<file path="config.mk">
export PLATFORM = sky130hd
export DESIGN_NAME = stopwatch_ctrl
export DESIGN_NICKNAME = d
export VERILOG_FILES = /design/src/rtl/stopwatch_ctrl.sv
export SDC_FILE = /design/constraint.sdc
export NUM_CORES = 1
export LEC_CHECK = 0
export CAP_MARGIN = 20
export CORE_ASPECT_RATIO = 0.7
export CORE_MARGIN = 3
export CORE_UTILIZATION = 35
export CTS_CLUSTER_DIAMETER = 30
export DETAILED_ROUTE_END_ITERATION = 6
export PLACE_DENSITY_LB_ADDON = 0.12
export SLEW_MARGIN = 20
export SYNTH_ARGS = -nofsm -noshare
export SYNTH_HDL_FRONTEND = slang
export SYNTH_SLANG_ARGS = --single-unit
</file>
<file path="constraint.sdc">
create_clock -name clk -period 3.95 [get_ports clk]
set_input_delay 0.79 -clock clk [delete_from_list [all_inputs] [get_ports clk]]
set_output_delay 0.79 -clock clk [all_outputs]
set_load 0.005 [all_outputs]
</file>
<file path="src/rtl/stopwatch_ctrl.sv">
// MM:SS stopwatch controller: run/hold/adjust modes, pause toggle latch,
// and blink-driven blanking of the field being adjusted.
module stopwatch_ctrl #(
    parameter int MIN_MAX = 99,
    parameter int MIN_W   = 7,
    parameter int SEC_MAX = 59,
    parameter int SEC_W   = 6
) (
    input  logic             clk,
    input  logic             rst,
    input  logic             tick_1hz,
    input  logic             tick_2hz,
    input  logic             tick_blink,
    input  logic             sel,
    input  logic             adj,
    input  logic             pause,
    output logic [MIN_W-1:0] minutes,
    output logic [SEC_W-1:0] seconds,
    output logic             blank_min,
    output logic             blank_sec,
    output logic             rollover,
    output logic [1:0]       mode
);

    typedef enum logic [1:0] {
        ST_RUN  = 2'b00,
        ST_HOLD = 2'b01,
        ST_ADJ  = 2'b10
    } state_t;

    localparam logic [MIN_W-1:0] MIN_MAX_V = MIN_W'(MIN_MAX);
    localparam logic [SEC_W-1:0] SEC_MAX_V = SEC_W'(SEC_MAX);

    state_t           state_q, state_d;
    logic [MIN_W-1:0] min_q, min_d;
    logic [SEC_W-1:0] sec_q, sec_d;
    logic             rollover_q, rollover_d;
    logic             pause_prev_q, pause_prev_d;
    logic             paused_q, paused_d;
    logic             blink_q, blink_d;
    logic             pause_rise_s;
    logic             min_wrap_s;
    logic             sec_wrap_s;

    // Next-state, counter and blink-phase logic; actions use the registered state.
    always_comb begin
        pause_rise_s = pause & ~pause_prev_q;
        pause_prev_d = pause;
        paused_d     = paused_q ^ pause_rise_s;
        min_wrap_s   = (min_q >= MIN_MAX_V);
        sec_wrap_s   = (sec_q >= SEC_MAX_V);
        min_d        = min_q;
        sec_d        = sec_q;
        rollover_d   = 1'b0;

        if (paused_q) begin
            state_d = ST_HOLD;
        end else if (adj) begin
            state_d = ST_ADJ;
        end else begin
            state_d = ST_RUN;
        end

        case (state_q)
            ST_RUN: begin
                if (tick_1hz) begin
                    if (sec_wrap_s) begin
                        sec_d = {SEC_W{1'b0}};
                        if (min_wrap_s) begin
                            min_d      = {MIN_W{1'b0}};
                            rollover_d = 1'b1;
                        end else begin
                            min_d = min_q + MIN_W'(1);
                        end
                    end else begin
                        sec_d = sec_q + SEC_W'(1);
                    end
                end else begin
                    sec_d = sec_q;
                end
            end
            ST_ADJ: begin
                // Only the selected field moves; no carry between fields.
                if (tick_2hz) begin
                    if (sel) begin
                        sec_d = sec_wrap_s ? {SEC_W{1'b0}} : sec_q + SEC_W'(1);
                    end else begin
                        min_d = min_wrap_s ? {MIN_W{1'b0}} : min_q + MIN_W'(1);
                    end
                end else begin
                    sec_d = sec_q;
                end
            end
            default: begin
                min_d = min_q;
                sec_d = sec_q;
            end
        endcase

        // Phase is zero outside ADJ and on the first ADJ cycle.
        if ((state_q == ST_ADJ) && (state_d == ST_ADJ)) begin
            blink_d = blink_q ^ tick_blink;
        end else begin
            blink_d = 1'b0;
        end
    end

    // State and output registers with asynchronous reset.
    always_ff @(posedge clk or posedge rst) begin
        if (rst) begin
            state_q      <= ST_RUN;
            min_q        <= {MIN_W{1'b0}};
            sec_q        <= {SEC_W{1'b0}};
            rollover_q   <= 1'b0;
            pause_prev_q <= 1'b0;
            paused_q     <= 1'b0;
            blink_q      <= 1'b0;
        end else begin
            state_q      <= state_d;
            min_q        <= min_d;
            sec_q        <= sec_d;
            rollover_q   <= rollover_d;
            pause_prev_q <= pause_prev_d;
            paused_q     <= paused_d;
            blink_q      <= blink_d;
        end
    end

    assign minutes   = min_q;
    assign seconds   = sec_q;
    assign rollover  = rollover_q;
    assign mode      = state_q;
    assign blank_min = (state_q == ST_ADJ) & ~sel & blink_q;
    assign blank_sec = (state_q == ST_ADJ) &  sel & blink_q;

endmodule

</file>
==> metrics list, run 1 <==
* Power density over the cells: 546 nW/µm²
* Clock-pin slew on the worst setup and hold paths: 0.07 ns
- Summed over all nets, the half-perimeter wirelength after detailed placement is 1620 µm.
* Proportion of synthesized flip-flops having asynchronous set or reset: 100%
- Relative to the synthesized area, the layout overhead comes to 30.3%.
- Wire length per cell: 13.9 µm
- Post-CTS resize count: 0
- Most common cell after layout, fill and taps aside: clkdlybuf4s50_1
* Final weighted congestion of routability-driven global placement: 0.758
* Critical Path RT: 3.16 ns
- Antenna Violating Nets Remaining: 0
* Critical-path cell with the highest stage delay: clkdlybuf4s50_1
* Finish-stage setup viols: 0
* Placed inst area: 1290 µm²
- The flow ran to the end, and the final reports show no timing, DRC or antenna violations.
* Post-synthesis register bit count: 19
* Number of design rule violations left after detail routing: 0
* Detailed-routing iteration count for the pre-antenna-repair pass: 4
- Boundary pin count: 26
- Worst hold path stage count: 0
- Cell count of the worst reg-to-reg path: 5
- CP arrival: 1.98 ns
- Entering global routing, the biggest net connects 20 pins.
* Type of destination of the critical path: output port
* Worst Tran Pin Value: 0.743 ns
* Post-Synthesis Cells: 99
* Cell Area, Synth: 1030 µm²
* Synthesized netlist net count: 109
- Class of the tightest hold or removal check: reg -> reg
- With fillers left out, the area of the finished cells amounts to 1340 µm².
* Period minus WS final: 2.77 ns
- Clock tree from TritonCTS: yes
* Cells traversed along the worst timing path: clkdlybuf4s50_1 > and3_1 > clkdlybuf4s50_1
- The initial utilization of the core area, before any placement, comes to 39.1%.
* Total number of yosys warnings: 0
- The repair_antennas step left the layout with diodes totalling 0.
- Count of flip-flops with a built-in enable after synthesis: 0
* Number of levels the H-tree was split into: 1
- Global routing used 18.5% of the available met1 tracks.
- Worst setup path category: in -> out
- Leak Pwr: 0.553 nW
* Unrepaired setup endpoints after global routing: false
- In the final timing run, aggregate negative setup slack is 0 ns.
- The number of antenna violations at the first check in global routing was 0.
- After detailed routing, the number of vias per cell comes to 5.42.
- Fraction of met2 tracks used by global routing: 21.8%
- Most used flip-flop cell after synthesis: dfrtp_1
- For the worst-skew pair, the clock arrives at the later sink with an insertion delay of 0.26 ns.
- Including well taps, the total number of placed cells is 154.
- Measured along the y axis, the die boundary spans 51.4 µm.
- After detailed routing, the total wire length is 2190 µm.
- The detailed router finished its first iteration with 49 violations.
- Number of stages on the worst setup path: 3
- Final number of hold-violating endpoints: 0
* Sequential element share of the synthesized area: 46.2%
* Number of violations of the max-capacitance limit: 0
* Num rows: 15
- The die covers 3640 µm².
- On the final layout, the worst clock skew is 0.00544 ns.
* Fraction of the cycle the final worst path needs: 70.1%
- Number of buffers created by CTS: 3
- Die boundary width: 70.8 µm
- Total setup buffers inserted after CTS: 0
* Peak supply drop: 0.209 mV
- Hold bufs inserted after CTS: 0
* Final #Nets: 135
- Clock sink total: 19
- Among the stages of the critical path, the cell type that occurs most often is clkdlybuf4s50_1.
* Biggest fanout along the worst timing path: 4
- Pins over their slew limit: 0
- The via count of the first global-routing pass came to 793.
- Number of buffer cells added on primary ports: 25
* Overall via count from detail_route: 856
- The number of different library cells used by synthesis comes to 37.
* Minimum setup slack among reg-to-reg paths: 2.09 ns
* Clock root buffer master: clkbuf_8
* Family with the most delay on the worst path: buffers and inverters
* Global-route wire length before repair: 3840 µm
* Clock Path Buffers: 2
* Met3 global-route usage: 4.91%
* Synth Area per Inst: 10.4 µm²
- Final global-route overflow total: 0
- The floorplan step defined a core boundary enclosing 2630 µm².
- The number of buffers and inverters on the critical path is 2.
* Longest individual stage delay on the worst path: 0.51 ns
- The worst pin sits at a relative slew slack of 50.4%.
- Global routing used 14.0% of the available tracks across all layers.
- Highest achievable clock rate: 361 MHz
* Layout cells sized above 1: 6.45%
- The finished layout holds 158 standard cells, fillers aside.
* Commonest cells after routing, fill and taps aside: clkdlybuf4s50_1, dfrtp_1, o21ai_0
* Layer with the highest usage after global routing: met2
- Crit start category: primary input
[registers in the layout (all words and copies together) (netlist names)]
register and flops:
mode 2, pause_prev_q 1, seconds 6, paused_q 1
rollover 1, blink_q 1, minutes 7
[metal layers]
metal	routed length, µm	vias to the layer above
met5	0	-
met4	19	0
met3	109	4
met2	1000	21
met1	1060	410
li1	-	421
[where the power goes]
part | total (mW) | switching, mW | internal [mW]
registers | 0.339 | 0.0921 | 0.247
logic | 0.257 | 0.103 | 0.154
clock network | 0.135 | 0.0636 | 0.0717
total | 0.731 | 0.259 | 0.472
[worst register-to-register path, cell delays in order, from the launching register on]
cell and delay [ns]:
dfrtp_1 0.41, ha_1 0.34, o211ai_1 0.17, o32ai_4 0.38
a21bo_1 0.25, a22o_1 0.22
[stage by stage]
stage                     worst slack [ns]  utilization [%]  power [mW]  hold WS [ns]
after detailed placement              1.19             49.3       0.599         0.419
final                                 1.18             51.0       0.731         0.432
after global routing                  1.15             51.0       0.795         0.454
after floorplan                       2.18                -       0.475         0.394
after CTS                             1.18             51.0       0.741         0.436
after global placement                1.23             49.3       0.592         0.412
[cell usage after synthesis, types with 3 or more instances]
| master | n | area [µm²] |
|---|---|---|
| nor2_1 | 4 | 15.0 |
| nor2b_1 | 4 | 25.0 |
| dfrtp_1 | 19 | 475 |
| a21oi_1 | 4 | 20.0 |
| a22o_1 | 3 | 26.3 |
| and3_1 | 4 | 25.0 |
| nand2_1 | 8 | 30.0 |
| o21ai_0 | 10 | 50.1 |
| nand3_1 | 5 | 25.0 |
| inv_1 | 3 | 11.3 |
[kinds of logic (layout without fill, tap and decap cells)]
group / after synthesis / in the layout / share of synthesized area, %
simple gates: 35 / 35 / 19.8
compound gates: 33 / 33 / 25.2
flops: 19 / 19 / 46.2
buf+inv: 7 / 32 / 3.65
fa+ha+maj: 2 / 2 / 2.43
xor+xnor: 2 / 2 / 1.70
mux: 1 / 1 / 0.973
[layout make-up]
class	instances	area, µm²
inverters	3	11.3
well taps	34	42.5
multi-input cells	73	515
flip-flops and latches	19	475
clock buffers	4	45.0
fillers	248	1290
repair buffers	25	250
[path summary, 6_finish.rpt]
path / start / endpoint
min: paused_q / mode[0]
max in group asynchronous: rst / seconds[0]
max: sel / blank_sec
max reg2reg: seconds[0] / minutes[3]
min in group asynchronous: rst / minutes[1]
min reg2reg: paused_q / mode[0]
Power figures use the tool's default switching activity.
==> run 2, diff against run 1 <==
==> constraint.sdc (replaced) <==
create_clock -name clk -period 2.85 [get_ports clk]
set_input_delay 0.57 -clock clk [delete_from_list [all_inputs] [get_ports clk]]
set_output_delay 0.57 -clock clk [all_outputs]
set_load 0.005 [all_outputs]
==> run 2 against run 1 <==
Routed wire length about the same. Worst setup slack got worse by 0.64 ns. Global-route usage decreased by 0.50 points. Largest cell class unchanged. Sequential cell count unchanged. Sequential share of layout area unchanged.
==> metrics list, run 2 (same netlist as run 1, synthesis figures left out) <==
- The flow ran to the end, and the final reports show no timing, DRC or antenna violations.
- Clock latency on the worst-skew pair, taken at its later pin, is 0.26 ns.
- Layout cells sized above 1: 6.45%
* Power density over the cells: 753 nW/µm²
* Initial DRC count: 49
* Leak Pwr: 0.553 nW
* ANT cells: 0
* Setup slack at placement: 0.534 ns
* Total setup buffers inserted after CTS: 0
- The critical path is of the in -> out type.
- Across all layers, the routed design uses 841 vias.
- The number of hold buffers added after CTS was 0.
* Number of buffer cells added on primary ports: 25
- DIE AREA: 3640 µm²
- Commonest cells after routing, fill and taps aside: clkdlybuf4s50_1, dfrtp_1, o21ai_0
- The worst setup path is captured at an output port.
- After detailed routing, the average wire length per cell comes to 13.9 µm.
* Clock Path Buffers: 2
- Initial core utilization: 39.1%
- The count of final max-slew check failures was 0.
- Number of buffers created by CTS: 3
- The via count of the first global-routing pass came to 721.
- Final Hold Slack: 0.435 ns
- For the finished layout, the period the worst path requires is 2.31 ns.
- The number of antenna violations at the first check in global routing is 0.
- Largest register FFs: 7
* Detailed placement HPWL: 1590 µm
* Peak supply drop: 0.288 mV
- Most common cell after layout, fill and taps aside: clkdlybuf4s50_1
* Core area: 2630 µm²
- Pin placement for this block handled 26 I/O pins.
- The number of buffers and inverters on the critical path is 2.
* Antenna Violating Nets Remaining: 0
* Clock root buffer master: clkbuf_8
- Clock-pin slew was measured on the worst setup and hold paths at 0.07 ns.
* Final weighted congestion of routability-driven global placement: 0.744
- After detailed routing, the total wire length is 2190 µm.
- In this run the worst hold path is classified as reg -> reg.
* Worst Tran Pin Value: 0.744 ns
- The final layout contains 135 nets.
- Global router's overall resource usage: 13.5%
- TritonCTS built the clock tree.
- Critical-path cell with the highest stage delay: clkdlybuf4s50_1
- Number of violations of the max-capacitance limit: 0
- The first global-routing pass estimated 3660 µm of wire.
* Area growth syn-to-layout: 30.3%
- For this run, the slowest stage of the critical path takes 0.51 ns.
- Final global-route overflow total: 0
* Post-DR vias/cell: 5.32
- Before antenna repair, the detailed router went through 4 iterations.
* Slew headroom: 50.3%
- Cell repeated most along the worst path: clkdlybuf4s50_1
- Clock sink total: 19
- Data on the critical path arrives at its endpoint at 1.74 ns.
* Total negative setup slack: 0 ns
- Layout fillers: 255
- Largest net degree at the start of global routing: 20
- Die boundary width: 70.8 µm
- The worst setup path is launched from a primary input.
* Biggest fanout along the worst timing path: 4
- The die is 51.4 µm tall.
- Cells traversed along the worst timing path: clkdlybuf4s50_1 > and3_1 > clkdlybuf4s50_1
- Final number of hold-violating endpoints: 0
* Num rows: 15
- Data on the critical path is required at its endpoint by 2.28 ns.
- In this design, the largest share of critical-path delay is due to buffers and inverters.
- Setup violations remaining at the end of the flow were counted as 0.
* Worst Setup Slack, final: 0.541 ns
- Number of design rule violations left after detail routing: 0
- Across the routed clock network, the largest skew measured is 0.00168 ns.
- Fraction of the cycle the final worst path needs: 81.0%
* Post-CTS resize count: 0
- Number of levels the H-tree was split into: 1
- Unrepaired setup endpoints after global routing: false
* Highest achievable clock rate: 433 MHz
[run 2: final timing paths]
| check | startpoint | endpoint | slack (ns) | cells after the start |
|---|---|---|---|---|
| worst max-delay path | sel | blank_sec | 0.54 | 3 |
| min in group asynchronous | rst | minutes[3] | 0.74 | 2 |
| worst max register to register | seconds[0] | minutes[3] | 0.99 | 5 |
| worst min register to register | paused_q | mode[0] | 0.44 | 0 |
| worst min-delay path | paused_q | mode[0] | 0.44 | 0 |
| max in group asynchronous | rst | seconds[1] | 1.64 | 2 |
[run 2: power breakdown]
| part | switching (mW) | total, mW | internal [mW] |
|---|---|---|---|
| Combinational | 0.140 | 0.352 | 0.213 |
| Clock | 0.0881 | 0.188 | 0.0995 |
| Sequential | 0.126 | 0.469 | 0.342 |
| Total | 0.354 | 1.01 | 0.655 |
[run 2: per-layer routing]
| layer | part of all wire (%) | wire length, µm | vias to the layer above | global-route usage (%) |
|---|---|---|---|---|
| li1 | - | - | 422 | - |
| met1 | 52 | 1140 | 388 | 19.1 |
| met2 | 39 | 859 | 26 | 18.2 |
| met3 | 7.2 | 159 | 5 | 5.11 |
| met4 | 1.6 | 35 | 0 | 5.63 |
| met5 | 0 | 0 | - | 0 |
[run 2: final cells by class]
type | count | area [µm²] | area share (%)
clock buffer | 4 | 45.0 | 3.36
inverter | 3 | 11.3 | 0.840
multi-input combinational | 73 | 515 | 38.5
sequential | 19 | 475 | 35.5
tap | 34 | 42.5 | 3.17
timing repair buffer | 25 | 250 | 18.7
[run 2: per-stage QoR]
stage / cell area (µm²) / cells / power [mW] / util (%)
global placement: 1290 / 154 / 0.821 / 49.3
CTS: 1340 / 158 / 1.02 / 51.0
global route: 1340 / 158 / 1.10 / 51.0
finish: 1340 / 158 / 1.01 / 51.0
floorplan: 1030 / 99 / 0.658 / -
detailed placement: 1290 / 154 / 0.830 / 49.3
==> run 3, diff against run 2 <==
==> constraint.sdc (replaced) <==
create_clock -name clk -period 1.9 [get_ports clk]
set_input_delay 0.38 -clock clk [delete_from_list [all_inputs] [get_ports clk]]
set_output_delay 0.38 -clock clk [all_outputs]
set_load 0.005 [all_outputs]
==> run 3 against run 2 <==
Die area is the same. Clock-buffer cell count is the same. Clock skew grew 0.0037 ns. Power grew 60%. Critical endpoint is now seconds[5]. First-iteration DRC count grew 33%. Non-clock buffer count grew 12. Sequential share of layout area shrank 2.3 points. Cell area grew 7.0%. Hold slack lost 0.011 ns. Clock power grew 52%. Largest power group is now combinational logic. Register-to-register slack lost 0.75 ns.
==> metrics list, run 3 (same netlist as run 1, synthesis figures left out) <==
* Post-layout power: 1.62 mW
* Commonest cells after routing, fill and taps aside: clkdlybuf4s50_1, dfrtp_1, buf_4
- The count of nets left with antenna violations once routing finished came out at 0.
- Global router's overall resource usage: 15.1%
- For this run, the share of the core covered by cells in the final layout is 54.6%.
* Total negative setup slack: 0 ns
- Pins over their slew limit: 0
- Timing would allow up to 570 MHz.
- Largest register FFs: 7
* Die outline height: 51.4 µm
- The routed layout has 914 vias.
- Type of destination of the critical path: output port
- The sequential cells in the finished layout cover a total of 475 µm².
- The repair_antennas step left the layout with diodes totalling 0.
- Hold bufs inserted after CTS: 0
- After layout, the minimum clock period comes to 1.76 ns.
- The final layout contains routed wiring with a total length of 2360 µm.
- Number of buffer cells added on primary ports: 25
- Clock tree from TritonCTS: yes
- Setup repair after global routing left no endpoint under its margin.
- Clock skew: 0.00539 ns
- Across the run, the number of max-cap violations was 0.
- Setup violations remaining at the end of the flow were counted as 0.
* Leak Pwr: 0.636 nW
- The worst setup path is launched from a flop.
* Finished Layout Cells: 170
- The number of buffers and inverters on the critical path is 1.
- The longest clock path from root to sink contains 2 buffers.
* Family with the most delay on the worst path: buffers and inverters
* Latest clock arrival within the worst-skew pair: 0.26 ns
* Power density over the cells: 1130 nW/µm²
- Class of the tightest hold or removal check: reg -> reg
- In this run the number of H-tree levels came out at 1.
* Fraction of met2 tracks used by global routing: 21.7%
* Layout fillers: 263
* Clock-pin slew on the worst setup and hold paths: 0.07 ns
* # placed instances: 164
- Cells traversed along the worst timing path: clkdlybuf4s50_1
- Detailed-routing iteration count for the pre-antenna-repair pass: 4
- Boundary pin count: 26
* Met3 global-route usage: 4.91%
* Post-DR vias/cell: 5.38
* Core area: 2630 µm²
- Leaving out fill and tap cells, the most frequent cell in the layout is clkdlybuf4s50_1.
* Layout cells sized above 1: 15.4%
* Area of the multi-input gates: 518 µm²
* Initial DRC count: 65
- Final Hold Slack: 0.424 ns
* Largest net degree at the start of global routing: 20
* Slew headroom: 76.7%
- The largest individual stage delay along the critical path comes from the cell clkdlybuf4s50_1.
- For met1 alone, demand over resource in global routing was 21.7%.
* Final global-route overflow total: 0
- In the final routed layout, each cell accounts on average for 13.9 µm.
* Area growth syn-to-layout: 39.4%
* Final weighted congestion of routability-driven global placement: 0.822
* Final number of hold-violating endpoints: 0
* Clock root buffer master: clkbuf_8
* Number of buffers created by CTS: 3
- The run finished with clean final reports.
- Detailed placement HPWL: 1740 µm
- Setup slack at placement: -0.0423 ns
- Summing all placed instances gives a cell area of 1370 µm².
- Biggest fanout along the worst timing path: 9
- CP arrival: 1.38 ns
* Total non-filler cell area in the finished layout: 1430 µm²
* Peak supply drop: 0.619 mV
- Critical Path RT: 1.52 ns
* Layer with the highest usage after global routing: met1
- Initial antenna violation count: 0
- Longest individual stage delay on the worst path: 0.57 ns
- For this run, design rule violations remaining after detail routing come to 0.
- The initialized floorplan defines 15 standard-cell rows.
- Worst Setup Slack, final: 0.144 ns
* Global-route wire length before repair: 4220 µm
- Measured along the x axis, the die boundary spans 70.8 µm.
- The via count of the first global-routing pass was 881.
- Worst setup path category: reg -> out
- The net count of the finished layout is 147.
- Initial core utilization: 39.1%
- Fraction of the cycle the final worst path needs: 92.4%
- The floorplan step defined a die boundary enclosing 3640 µm².
- At the pin with the least slew margin, the transition time is 0.347 ns.
- Counting every sink on the clock net gives 19.
run 3: what timing repair did:
action                     in CTS  in global routing
setup buffers                   2                  0
setup endpoints to repair       2                  1
resized for setup               2                  1
run 3: cell type report:
cell class | instances | area share [%]
tap | 34 | 2.97
clock buffer | 4 | 3.14
sequential | 19 | 33.2
timing repair buffer | 37 | 23.8
multi-input combinational | 73 | 36.1
inverter | 3 | 0.785
run 3: per-layer routing:
layer | wire length [µm] | vias up | part of all wire, %
met5 | 0 | - | 0
met3 | 152 | 4 | 6.5
met1 | 1220 | 427 | 52
met2 | 959 | 34 | 41
li1 | - | 449 | -
met4 | 24 | 0 | 1.0
run 3: report_power, final:
group	internal, mW	switching (mW)
combinational	0.390	0.288
clock	0.149	0.135
sequential	0.515	0.139
total	1.05	0.563
run 3: path summary, 6_finish.rpt:
kind / start / end / slack (ns) / cells after the start
setup / recovery: seconds[5] / seconds[5] / 0.14 / 1
hold / removal: paused_q / mode[0] / 0.42 / 0
setup reg to reg: minutes[0] / minutes[3] / 0.24 / 6
hold reg to reg: paused_q / mode[0] / 0.42 / 0
max in group asynchronous: rst / seconds[1] / 1.26 / 3
min in group asynchronous: rst / minutes[1] / 0.43 / 3
